## config.mk

```make
export PLATFORM = sky130hd
export DESIGN_NAME = common_dffram_1wbnr
export DESIGN_NICKNAME = d
export VERILOG_FILES = /design/src/rtl/common_dffram_1wbnr_pkg.sv /design/src/rtl/common_dffram_rdport.sv /design/src/rtl/stdmacro_dffbe.sv /design/src/rtl/common_dffram_1wbnr.sv
export SDC_FILE = /design/constraint.sdc
export NUM_CORES = 1
export LEC_CHECK = 0
export ABC_AREA = 1
export CAP_MARGIN = 20
export CORE_AREA = 2 2 39 41
export CTS_BUF_LIST = sky130_fd_sc_hd__clkbuf_8
export CTS_CLUSTER_SIZE = 40
export DETAILED_ROUTE_END_ITERATION = 6
export DIE_AREA = 0 0 41 43
export PLACE_DENSITY_LB_ADDON = 0.12
export RECOVER_POWER = 50
export SLEW_MARGIN = 0
export SYNTH_ARGS = -nofsm -noshare
export SYNTH_HDL_FRONTEND = slang
export SYNTH_SLANG_ARGS = --single-unit
```

## constraint.sdc

```tcl
create_clock -name clk -period 1.02 [get_ports clk]
set_clock_uncertainty 0.15 [all_clocks]
set_input_delay 0.255 -clock clk [delete_from_list [all_inputs] [get_ports clk]]
set_output_delay 0.255 -clock clk [all_outputs]
set_load 0.1 [all_outputs]
```

## src/rtl/common_dffram_1wbnr_pkg.sv

```systemverilog
// Shared types for the multi-read DFF RAM.
// COMMON_DFFRAM_1WBNR_BYPASS_EN selects write-first read-during-write.
package common_dffram_1wbnr_pkg;

  typedef enum logic {
    RDW_READ_FIRST,
    RDW_WRITE_FIRST
  } rdw_mode_e;

`ifdef COMMON_DFFRAM_1WBNR_BYPASS_EN
  localparam rdw_mode_e RDW_MODE = RDW_WRITE_FIRST;
`else
  localparam rdw_mode_e RDW_MODE = RDW_READ_FIRST;
`endif

endpackage

```

## src/rtl/common_dffram_rdport.sv

```systemverilog
// One synchronous read port: word mux, optional bypass, output regs.
module common_dffram_rdport
  import common_dffram_1wbnr_pkg::*;
#(
  parameter int DW    = 1,
  parameter int AW    = 1,
  parameter int DEPTH = 1 << AW
) (
  input  logic              clk,
  input  logic              reset,
  input  logic [DEPTH*DW-1:0] mem,
  input  logic              wen,
  input  logic [AW-1:0]     waddr,
  input  logic [DW-1:0]     wbe,
  input  logic [DW-1:0]     wdata,
  input  logic              ren,
  input  logic [AW-1:0]     raddr,
  output logic [DW-1:0]     rdata,
  output logic              rvalid
);

  logic [DW-1:0] words [DEPTH];
  logic [DW-1:0] old;
  logic [DW-1:0] next;
  logic          hit;

  for (genvar i = 0; i < DEPTH; i++) begin : g_w
    assign words[i] = mem[DW*i +: DW];
  end

  assign old = words[raddr];
  assign hit = wen && (waddr == raddr);

  always_comb begin
    next = old;
    if (RDW_MODE == RDW_WRITE_FIRST && hit)
      next = (wdata & wbe) | (old & ~wbe);
  end

  always_ff @(posedge clk) begin
    if (reset) begin
      rdata  <= '0;
      rvalid <= 1'b0;
    end else begin
      rvalid <= ren;
      if (ren) rdata <= next;
    end
  end

endmodule

```

## src/rtl/stdmacro_dffbe.sv

```systemverilog
// Register word with per-bit enable and synchronous reset value.
module stdmacro_dffbe #(
  parameter int          W           = 1,
  parameter logic [W-1:0] RESET_VALUE = '0
) (
  input  logic         clk,
  input  logic         reset,
  input  logic [W-1:0] en,
  input  logic [W-1:0] d,
  output logic [W-1:0] q
);

  always_ff @(posedge clk) begin
    if (reset) q <= RESET_VALUE;
    else       q <= (d & en) | (q & ~en);
  end

endmodule

```

## src/rtl/common_dffram_1wbnr.sv

```systemverilog
// DFF RAM: one bit-enabled write port, NUM_RD registered read ports.
// Read-during-write order set by COMMON_DFFRAM_1WBNR_BYPASS_EN.
module common_dffram_1wbnr
  import common_dffram_1wbnr_pkg::*;
#(
  parameter int RAM_DATA_WIDTH = 1,
  parameter int RAM_ADDR_WIDTH = 1,
  parameter int NUM_RD         = 2,
  parameter logic [(RAM_DATA_WIDTH<<RAM_ADDR_WIDTH)-1:0]
    RAM_RESET_VALUE = '0
) (
  input  logic                             clk,
  input  logic                             reset,
  input  logic                             wen,
  input  logic [RAM_ADDR_WIDTH-1:0]        waddr,
  input  logic [RAM_DATA_WIDTH-1:0]        wbe,
  input  logic [RAM_DATA_WIDTH-1:0]        wdata,
  input  logic [NUM_RD-1:0]                ren,
  input  logic [NUM_RD*RAM_ADDR_WIDTH-1:0] raddr,
  output logic [NUM_RD*RAM_DATA_WIDTH-1:0] rdata,
  output logic [NUM_RD-1:0]                rvalid
);

  localparam int DW    = RAM_DATA_WIDTH;
  localparam int AW    = RAM_ADDR_WIDTH;
  localparam int DEPTH = 1 << AW;

  logic [DEPTH*DW-1:0] mem;

  for (genvar i = 0; i < DEPTH; i++) begin : g_word
    logic [DW-1:0] en;
    assign en = wbe & {DW{wen && (waddr == AW'(i))}};

    stdmacro_dffbe #(
      .W           (DW),
      .RESET_VALUE (RAM_RESET_VALUE[DW*i +: DW])
    ) u_word (
      .clk   (clk),
      .reset (reset),
      .en    (en),
      .d     (wdata),
      .q     (mem[DW*i +: DW])
    );
  end

  for (genvar p = 0; p < NUM_RD; p++) begin : g_rd
    common_dffram_rdport #(
      .DW    (DW),
      .AW    (AW),
      .DEPTH (DEPTH)
    ) u_rd (
      .clk    (clk),
      .reset  (reset),
      .mem    (mem),
      .wen    (wen),
      .waddr  (waddr),
      .wbe    (wbe),
      .wdata  (wdata),
      .ren    (ren[p]),
      .raddr  (raddr[AW*p +: AW]),
      .rdata  (rdata[DW*p +: DW]),
      .rvalid (rvalid[p])
    );
  end

endmodule

```

Word-level counts from Yosys, hierarchy flattened
Cells that the tools add are included.

cells by class
  reductions and logical operators = 2
  bitwise gates (word level) = 13
  order comparisons = 2
  mux-type cells = 6

operators by type and width
  cell                  count
  $and A1 B1 Y1         6
  $mux W1               6
  $ge A2 B2 Y1 const B  2
  $not A1 Y2            2
  $not A1 Y1            3
  $logic_and A1 B1 Y1   2
  $or A1 B1 Y1          2

word-level totals
  bits in registers = 6
  logic and storage cells = 29
  output and inout port bits = 4

Longest topological paths before layout
  depth in word-level cells = 6
  mapped depth = 5

Hierarchy
From an unflattened synthesis, not the netlist that was laid out.

second synthesis, totals
  cell total of the unflattened synthesis = 40
  area total of the unflattened synthesis = 260.2 um^2

modules (own cells, without submodules)
  module                area each (um^2)  cells an instance  instances
  common_dffram_rdport  77.6              11                 2
  stdmacro_dffbe        45.0              7                  2
  common_dffram_1wbnr   15.0              4                  1

Least setup slack after synthesis
No wires, ideal clock.

  path kind = register to output
  start point = register g_rd[0].u_rd.rdata
  end point = output rdata[0]
  path slack = 38 ps
  data arrival time = 577 ps
  cell stages (with the launch flop) = 2
  buffers on the path = 1
  cells stage by stage = dfxtp_1 buf_4

RTL lines
  what                      RTL line                    source
  start: declaration        common_dffram_rdport.sv:18  output logic [DW-1:0] rdata,
  start signal: assignment  common_dffram_rdport.sv:46  if (ren) rdata <= next;
  end: declaration          common_dffram_1wbnr.sv:20   output logic [NUM_RD*RAM_DATA_WIDTH-1:0] rdata,

No word-level cell between the ends.

Worst setup path after layout
  start point = register g_rd[0].u_rd.rdata
  end point = output rdata[0]

No word-level cell between the ends.

==> key figures <==
Run
  • MaxCap Viol Count: 0

Setup path
  • Max stage delay cell, worst path: dfxtp_2
  • Crit Path Max Fanout: 2
  • Arr. time, crit path: approximately 0.73 ns
  • Cell Chain, Critical Path: buf_12
  • R2R Setup Slk: 0.13 ns
  • CP endpoint kind: primary output
  • CP Data Required Time: 0.61 ns
  • WP buf/inv: 1
  • CP Launch Type: register
  • Setup CP Type: reg -> out
  • CP delay by family, top: flip-flops
  • Slowest stage delay, CP: approximately 0.34 ns

Final layout
  • Ant. Diodes: 0
  • Final net count: 62
  • Layout cells sized above 1: between 30% and 40%
  • Design Area, Final: 500 µm²
  • Most common cell after layout, fill and taps aside: nor2_1
  • Area growth syn-to-layout: 90.5%

Synth
  • Synth Area in Compound Gates: between 10% and 20%
  • Fraction of synthesized area in multiplexers: 0%
  • Sequential area share after synthesis: about 46%
  • Synth Cell Area: 263 µm²
  • Post-synth cell types: 9
  • XOR/XNOR Fraction of Synth Area: 0%
  • Synth top area share: between 40% and 50%
  • Main combinational cell family by area after synthesis: simple AND/OR/NAND/NOR gates
  • Syn_nets: 46
  • Synthesized area per cell: approximately 7.3 µm²
  • Post-synthesis cell type with the largest combined area: dfxtp_1
  • Cells after Synth: 36
  • Post-synthesis adder-cell area fraction: 0%
  • Yosys warning count: 0
  • FF+latch count, synth: 6
  • Synth Area in Simple Gates: between 20% and 30%
  • Synth area leaders: dfxtp_1 (46%), buf_4 (11%), inv_1 (8.6%)

Clock tree
  • Clock sinks: 6
  • Root buffer cell: clkbuf_8
  • Clk_lat worst skew: about 0.22 ns
  • Inserted Clock Buffers: 3
  • H-tree depth: 1
  • Reg clk slew, reported paths: ~0.04 ns
  • CTS Buffer Depth: 2
  • Post-CTS Setup Bufs: 0
  • Post-CTS Hold Fix Bufs: 0
  • CTS tree: built

Pwr
  • Logic pwr share: between 20% and 30%
  • Static leakage power: between 0.2 and 0.3 nW
  • Sequential Power Share: about a third
  • Cell Pwr Density: between 1500 and 2000 mW/mm²
  • Clock share of power: 44.5%
  • P_sw: about 0.2 mW
  • Switch share: a little over a quarter
  • Power Internal: between 0.5 and 0.6 mW
  • Maximum VDD drop: around 600 µV

STA
  • Worst slew pin tran: about 0.15 ns
  • Setup slack after layout: -0.116 ns
  • WHS: between 0.1 and 0.15 ns
  • Max Slew Vio Count: 0
  • Period minus WS final: between 1 and 1.5 ns
  • Endpoints failing setup: 4
  • Final hold violations: 0
  • Final period util: 111%
  • Max Clock Freq: between 800 and 900 MHz
  • Unrepaired setup endpoints after global routing: yes
  • Slew headroom: between 80% and 90%

Global route
  • GRT Resource Usage Total: slightly above 8%
  • Largest net degree at the start of global routing: 5
  • Antenna violations before repair: 0
  • First-pass GRT wire length: 938 µm
  • Vias in the first global route: roughly 250
  • Total gr overflow: 0

Die
  • # rows: 14
  • Die area: around 0.0018 mm²
  • Ports: 14
  • Initial core utilization: between 10% and 20%
  • Horiz. Die Dim: ~41 µm
  • CORE AREA: 0.00138 mm²
  • Die H: between 40 and 50 µm

Hold path
  • Worst hold path type: in -> reg

Route
  • WL per Instance: 8.68 µm
  • Detailed Route Iter0 Violations: 2
  • Drt first pass iters: 2
  • Via density: a little under 4
  • DRT antenna net count: 0
  • Final wirelength: 573 µm
  • Via Count: about 260
  • Residual DRC: 0

Run status
  • Violated checks: negative setup slack
  • Status: finished with violations

Place
  • Post-DP Area: ~440 µm²
  • GPL Wtd Cong: ~0.6
  • IO buf count: 13
  • Dpl hpwl: approximately 430 µm
per-layer routing:
metal | vias to the layer above | global-route usage, % | wire length [µm]
met5 | - | 0 | 0
met4 | 0 | 6.00 | 9
met3 | 2 | 3.66 | 57
met2 | 9 | 12.2 | 281
met1 | 111 | 8.33 | 224
li1 | 135 | - | -
power groups by stage:
stage	logic (mW)	registers, mW	clock network (mW)
floorplan	0.103	0.257	0
global placement	0.175	0.263	0
detailed placement	0.175	0.263	0
CTS	0.174	0.262	0.352
global route	0.183	0.263	0.370
finish	0.172	0.262	0.348
cell type report:
class,instances,area [µm²]
fill,147,883
timing repair buffer,15,188
sequential,6,125
multi-input combinational,20,104
clock buffer,3,41.3
inverter,6,22.5
tap,16,20.0
worst paths after layout:
path / start / endpoint / cells past startpoint
min: reset / g_rd[0].u_rd.rvalid$_SDFF_PP0_ / 2
max reg2reg: register / g_rd[1].u_rd.rdata$_SDFFE_PP0P_ / 3
min reg2reg: register / register / 4
max: g_rd[0].u_rd.rdata$_SDFFE_PP0P_ / rdata[0] / 1
logic make-up after synthesis:
family	after synthesis
buffers and inverters	10
flip-flops	6
AND/OR/NAND/NOR	14
AO/OA/AOI/OAI	6
through the flow:
step | total power [mW] | setup WS (ns) | TNS (ns) | util (%) | cells
6_report | 0.782 | -0.116 | -0.434 | 36.2 | 66
5_1_grt | 0.816 | -0.138 | -0.503 | 36.2 | 66
2_1_floorplan | 0.360 | 0.0383 | 0 | - | 36
4_1_cts | 0.788 | -0.121 | -0.456 | 35.4 | 66
3_5_place_dp | 0.438 | -0.234 | -1.27 | 31.6 | 63
3_3_place_gp | 0.438 | -0.251 | -1.26 | 31.6 | 63
cells in the mapped netlist:
cell type,instances
nand2_1,4
buf_4,4
inv_1,6
or2_0,2
o21ai_0,2
a21oi_1,4
dfxtp_1,6
nand3_1,2
nor2_1,6
timing repair:
action,CTS,global route
endpoints found under the setup margin,8,6
pin swaps,0,0
gates resized for setup,11,5
cloned,0,0
No activity file was read; power rests on OpenSTA's default activity.
